**src/rtl/me_pkg.sv**
```systemverilog
// Shared defaults and row-width helper for the motion-estimation window FIFO.
package me_pkg;
  localparam int PIX_W_DEF = 8;
  localparam int BLK_DEF   = 16;
  localparam int NWIN_DEF  = 8;

  // A row spans every pixel touched by the NWIN overlapping windows.
  function automatic int ROW_W(input int blk, input int nwin, input int pix_w);
    return (blk + nwin - 1) * pix_w;
  endfunction
endpackage

```
**src/rtl/me_window_slice.sv**
```systemverilog
// Cuts one search row into NWIN overlapping BLK-pixel windows; purely combinational.
// Window k starts at pixel k; pixel 0 and window 0 both sit in the MSBs.
module me_window_slice import me_pkg::*; #(
  parameter int PIX_W = PIX_W_DEF,
  parameter int BLK   = BLK_DEF,
  parameter int NWIN  = NWIN_DEF,
  localparam int ROW_PIX   = BLK + NWIN - 1,
  localparam int ROW_WIDTH = ROW_W(BLK, NWIN, PIX_W),
  localparam int WIN_WIDTH = NWIN * BLK * PIX_W
) (
  input  logic [ROW_WIDTH-1:0] row_i,
  output logic [WIN_WIDTH-1:0] win_o
);

  for (genvar k = 0; k < NWIN; k++) begin : g_win
    assign win_o[(NWIN-k)*BLK*PIX_W-1 -: BLK*PIX_W] = row_i[(ROW_PIX-k)*PIX_W-1 -: BLK*PIX_W];
  end

endmodule

```
**src/rtl/me_window_fifo.sv**
```systemverilog
// Row FIFO presenting the head row as NWIN overlapping windows; one-cycle write-to-output latency.
// in_ready_o drops only when full (no path from out_ready_i); pushes while full set sticky ovf_o.
module me_window_fifo import me_pkg::*; #(
  parameter int PIX_W = PIX_W_DEF,
  parameter int BLK   = BLK_DEF,
  parameter int NWIN  = NWIN_DEF,
  parameter int DEPTH = 4,
  localparam int ROW_WIDTH = ROW_W(BLK, NWIN, PIX_W),
  localparam int WIN_WIDTH = NWIN * BLK * PIX_W,
  localparam int PTR_W     = $clog2(DEPTH),
  localparam int CNT_W     = PTR_W + 1
) (
  input  logic                 clk_i,
  input  logic                 rst_i,
  input  logic                 flush_i,
  input  logic                 in_valid_i,
  output logic                 in_ready_o,
  input  logic [ROW_WIDTH-1:0] row_i,
  output logic                 out_valid_o,
  input  logic                 out_ready_i,
  output logic [WIN_WIDTH-1:0] win_o,
  output logic [CNT_W-1:0]     count_o,
  output logic                 ovf_o
);

  logic [ROW_WIDTH-1:0] mem_q [DEPTH];
  logic [PTR_W-1:0]     wr_ptr_q, wr_ptr_d;
  logic [PTR_W-1:0]     rd_ptr_q, rd_ptr_d;
  logic [CNT_W-1:0]     count_q, count_d;
  logic                 ovf_q, ovf_d;
  logic                 full, empty, push, pop;
  logic [WIN_WIDTH-1:0] win_raw;

  assign full  = (count_q == CNT_W'(DEPTH));
  assign empty = (count_q == '0);
  assign push  = in_valid_i && !full;
  assign pop   = out_ready_i && !empty;

  always_comb begin
    wr_ptr_d = wr_ptr_q;
    rd_ptr_d = rd_ptr_q;
    count_d  = count_q;
    ovf_d    = ovf_q;
    if (flush_i) begin
      wr_ptr_d = '0;
      rd_ptr_d = '0;
      count_d  = '0;
      ovf_d    = 1'b0;
    end else begin
      if (push) wr_ptr_d = wr_ptr_q + PTR_W'(1);
      if (pop)  rd_ptr_d = rd_ptr_q + PTR_W'(1);
      if (push && !pop)      count_d = count_q + CNT_W'(1);
      else if (pop && !push) count_d = count_q - CNT_W'(1);
      if (in_valid_i && full) ovf_d = 1'b1;
    end
  end

  always_ff @(posedge clk_i) begin
    if (rst_i) begin
      wr_ptr_q <= '0;
      rd_ptr_q <= '0;
      count_q  <= '0;
      ovf_q    <= 1'b0;
    end else begin
      wr_ptr_q <= wr_ptr_d;
      rd_ptr_q <= rd_ptr_d;
      count_q  <= count_d;
      ovf_q    <= ovf_d;
    end
  end

  // Storage is left unreset; the pointers alone decide what is visible.
  always_ff @(posedge clk_i) begin
    if (push && !flush_i && !rst_i) mem_q[wr_ptr_q] <= row_i;
  end

  me_window_slice #(
    .PIX_W (PIX_W),
    .BLK   (BLK),
    .NWIN  (NWIN)
  ) u_slice (
    .row_i (mem_q[rd_ptr_q]),
    .win_o (win_raw)
  );

  assign in_ready_o  = !full;
  assign out_valid_o = !empty;
  assign count_o     = count_q;
  assign ovf_o       = ovf_q;
  assign win_o       = empty ? '0 : win_raw;

endmodule

```
**config.mk**
```make
export PLATFORM = sky130hd
export DESIGN_NAME = me_window_fifo
export DESIGN_NICKNAME = d
export VERILOG_FILES = /design/src/rtl/me_pkg.sv /design/src/rtl/me_window_slice.sv /design/src/rtl/me_window_fifo.sv
export SDC_FILE = /design/constraint.sdc
export NUM_CORES = 1
export LEC_CHECK = 0
export BUFFER_PORTS_ARGS = -buffer_cell sky130_fd_sc_hd__buf_2
export CAP_MARGIN = 0
export CORE_AREA = 2 2 471 473
export DETAILED_ROUTE_END_ITERATION = 12
export DIE_AREA = 0 0 473 475
export GPL_TIMING_DRIVEN = 0
export SETUP_SLACK_MARGIN = 0.05
export SYNTH_ARGS = -nofsm -noshare
export SYNTH_HDL_FRONTEND = slang
export SYNTH_SLANG_ARGS = --single-unit
```
**constraint.sdc**
```tcl
create_clock -name clk_i -period 6 [get_ports clk_i]
set_input_delay 0.3 -clock clk_i [delete_from_list [all_inputs] [get_ports clk_i]]
set_output_delay 0.3 -clock clk_i [all_outputs]
set_load 0.005 [all_outputs]
```
==> out/metrics.cfg <==
[clock_network]
cts-root-buf = clkbuf_16
ctsResizeCount = 0
cts_tree = yes
h-tree-depth = 3
clock-sinks = 746
cts.clk_slew.worst_paths_ns = 0.06
worstSkewPairLatency_ns = 0.70
cts_made_buffers = 86
clockBufferDepth = 3

[timing]
clock_skew_ns = 0.04644
fin_tns_setup_ns = 0
rsz0062_at_grt = false
fin_ws_ns = 1.367
layout_min_cycle_time_ns = 4.633
worstMarginPinSlew_ns = 1.208
slew_violations = 0
hold_violations = 0
setup_viol = 0
holdWs_ns = 0.3411
maxSlewHeadroom_pct = 19.46
fmax_ghz = 0.2158
fin_crit_sh_pct = 77.22

[setup_path]
endpoint_kind = primary output
worstPathRequired_ns = 5.70
r2r_slack_ns = 3.35
r2r_end = mem_q[3][113]
r2r_cells = 7
crit_type = reg -> out
start_kind = register
path_max_fanout = 10
cp.arrival_ns = 4.33
rr_startpoint = count_o[0]

[synth]
seq_area_frac_synth_pct = 64.44
yosys.area_share.simple_pct = 3.622
yosys_warnings = 0
ys_types = 29
synth_most_common_cell = buf_4
synth_edf_count = 736
syn_inst = 2059
syn_area_per_cell_um2 = 16.81
synthArstFlopShare_pct = 0
synth_fp_nets = 2254
synth_ff_type = edfxtp_1
synthXorXnorAreaFrac_pct = 0.1012
muxShareOfSynthArea_pct = 12.00
synthAdderAreaFrac_pct = 0.2386
synth_top_area_cell = edfxtp_1
synth-compound-area-share_pct = 0.1663
synthTopCellsByArea = edfxtp_1, buf_4, mux4_2
yosys.area.top_type_share_pct = 63.86
synth_commonest_cells = buf_4, edfxtp_1, and2_1, mux4_2, clkbuf_1
syn_area_um2 = 34610
synth_top_family_by_area = buffers and inverters
synth-seq-cells = 746

[grt]
grt_max_degree = 52
grt_overflow = 0
antenna_found_initial = 27
grt_pass1_wl_mm = 164.6
grtUsageTotal_pct = 10.57
grt_pass1_vias = 21050

[job]
cap_violations = 0

[min_path]
hold_depth = 2
hold_class = in -> reg
holdPathEnd = mem_q[2][174]
min_from = row_i[174]

[detailed_routing]
dr.first_iter.drc_count = 1319
ant_nets = 0
avgViaCountPerCell = 3.348
routedWlPerCell_um = 19.29
routed_wl_mm = 125.7
via_count = 21820
drc = 0
drt_first_pass_iters = 5

[floorplanning]
initial_core_util_pct = 15.80
core_um2 = 219100
die_area_um2 = 224700
die_width_um = 473
io_pins = 1219
die_height_um = 475
rows = 172

[pwr]
finalPower_mw = 14.53
p_per_area_nw_per_um2 = 294.5
peakVddDrop_mv = 0.2489
cellLeakagePower_nw = 21.36

[status]
outcome = finished clean

[place]
dp_hpwl_mm = 95.19
place.gp.congestion = 0.7373
dpl_worst_slack_ns = 1.658
io_buffer_count = 1218
placed_cells = 6165

[cells_and_area]
multiInputGateArea_um2 = 5604
finalNonFillerCells = 6517
nFillCells = 23090
layout-drive-gt1-share_pct = 66.58
area_growth_pct = 42.59
register_area_um2 = 22300
layout.nets = 3765

flip-flops by register name, indices dropped and copies added (netlist names), named ones only:
name and count:
mem_q 736, wr_ptr_q 2, ovf_o 1, count_o 3, rd_ptr_q 2
cell type report:
type | instances | area share (%)
flip-flops and latches | 746 | 45.19
repair buffers | 1423 | 17.05
plain buffers | 904 | 13.61
multi-input cells | 406 | 11.36
well taps | 2871 | 7.279
clock buffers | 111 | 4.551
clock inverters | 48 | 0.9102
diodes | 5 | 0.02535
inverters | 3 | 0.02282
cell usage in the layout, fill, tap and decap left out, types with 3 or more instances in the layout:
master         netlist  final
buf_16               0     13
diode_2              0      5
clkinv_8             0      4
clkinvlp_4           0      4
clkbuf_16            0     86
clkinv_1             0     18
nor2_1               8      8
buf_2               20   1238
and2_1             184    183
buf_6               19     19
mux4_2             184    184
ha_1                 5      5
edfxtp_1           736    736
dfxtp_1             10     10
buf_12               0      4
clkinv_2             0      7
dlygate4sd3_1        0    188
inv_6                0      6
inv_1                3      3
bufinv_16            0      3
xor2_1               4      4
buf_4              840    840
clkbuf_1            23     46
and3_4               0      4
critical path, stage by stage, from the launching register on:
cell      delay (ns)
dfxtp_1         0.54
or3_1           0.30
clkbuf_2        0.42
buf_16          0.22
clkbuf_1        0.78
and2_1          0.92
buf_4           0.23
buf_2           0.15
how the worst max path moves through the flow:
stage	from	slack, ns	endpoint	cells after the start
5_1_grt	count_o[0]	0.90	win_o[593]	7
3_5_place_dp	count_o[0]	1.66	win_o[593]	7
6_report	count_o[0]	1.37	win_o[593]	7
2_1_floorplan	count_o[0]	0.23	mem_q[0][0]	5
3_3_place_gp	count_o[0]	-4.41	mem_q[0][78]	5
4_1_cts	count_o[0]	0.80	win_o[593]	7
layer usage:
metal | vias to the layer above | routed length (um) | global-route usage [%]
met5 | - | 65 | 0
met4 | 10 | 4210 | 3.982
met3 | 174 | 7290 | 2.153
met2 | 996 | 65540 | 19.16
met1 | 10880 | 48600 | 12.16
li1 | 9762 | - | -
kinds of logic (layout without fill, tap and decap cells):
logic type / count (synthesis) / count (layout)
adders and majority gates: 6 / 6
AOI/OAI and AO/OA: 8 / 8
buffers and inverters: 907 / 2489
xor gates and xnor gates: 4 / 4
DFF: 746 / 746
muxes: 185 / 185
other: 0 / 5
and+or+nand+nor: 203 / 203
metrics by stage:
step,util [%],cell area [um^2]
floorplan,-,34610
global placement,20.22,44300
detailed placement,20.43,44760
CTS,22.52,49340
global route,22.52,49340
finish,22.53,49350
report_power, final:
part	total [mW]	leakage (nW)	switching (mW)	internal [mW]
registers	5.81	6.73	0.0172	5.79
logic	3.71	13.3	1.74	1.97
clock network	5.02	1.29	2.20	2.81
total	14.5	21.4	3.96	10.6
repair_timing:
action,in CTS,in global routing
hold buffers,188,0
buffers inserted,0,0
hold endpoints to repair,743,0
(Power assumes the default switching activity.)
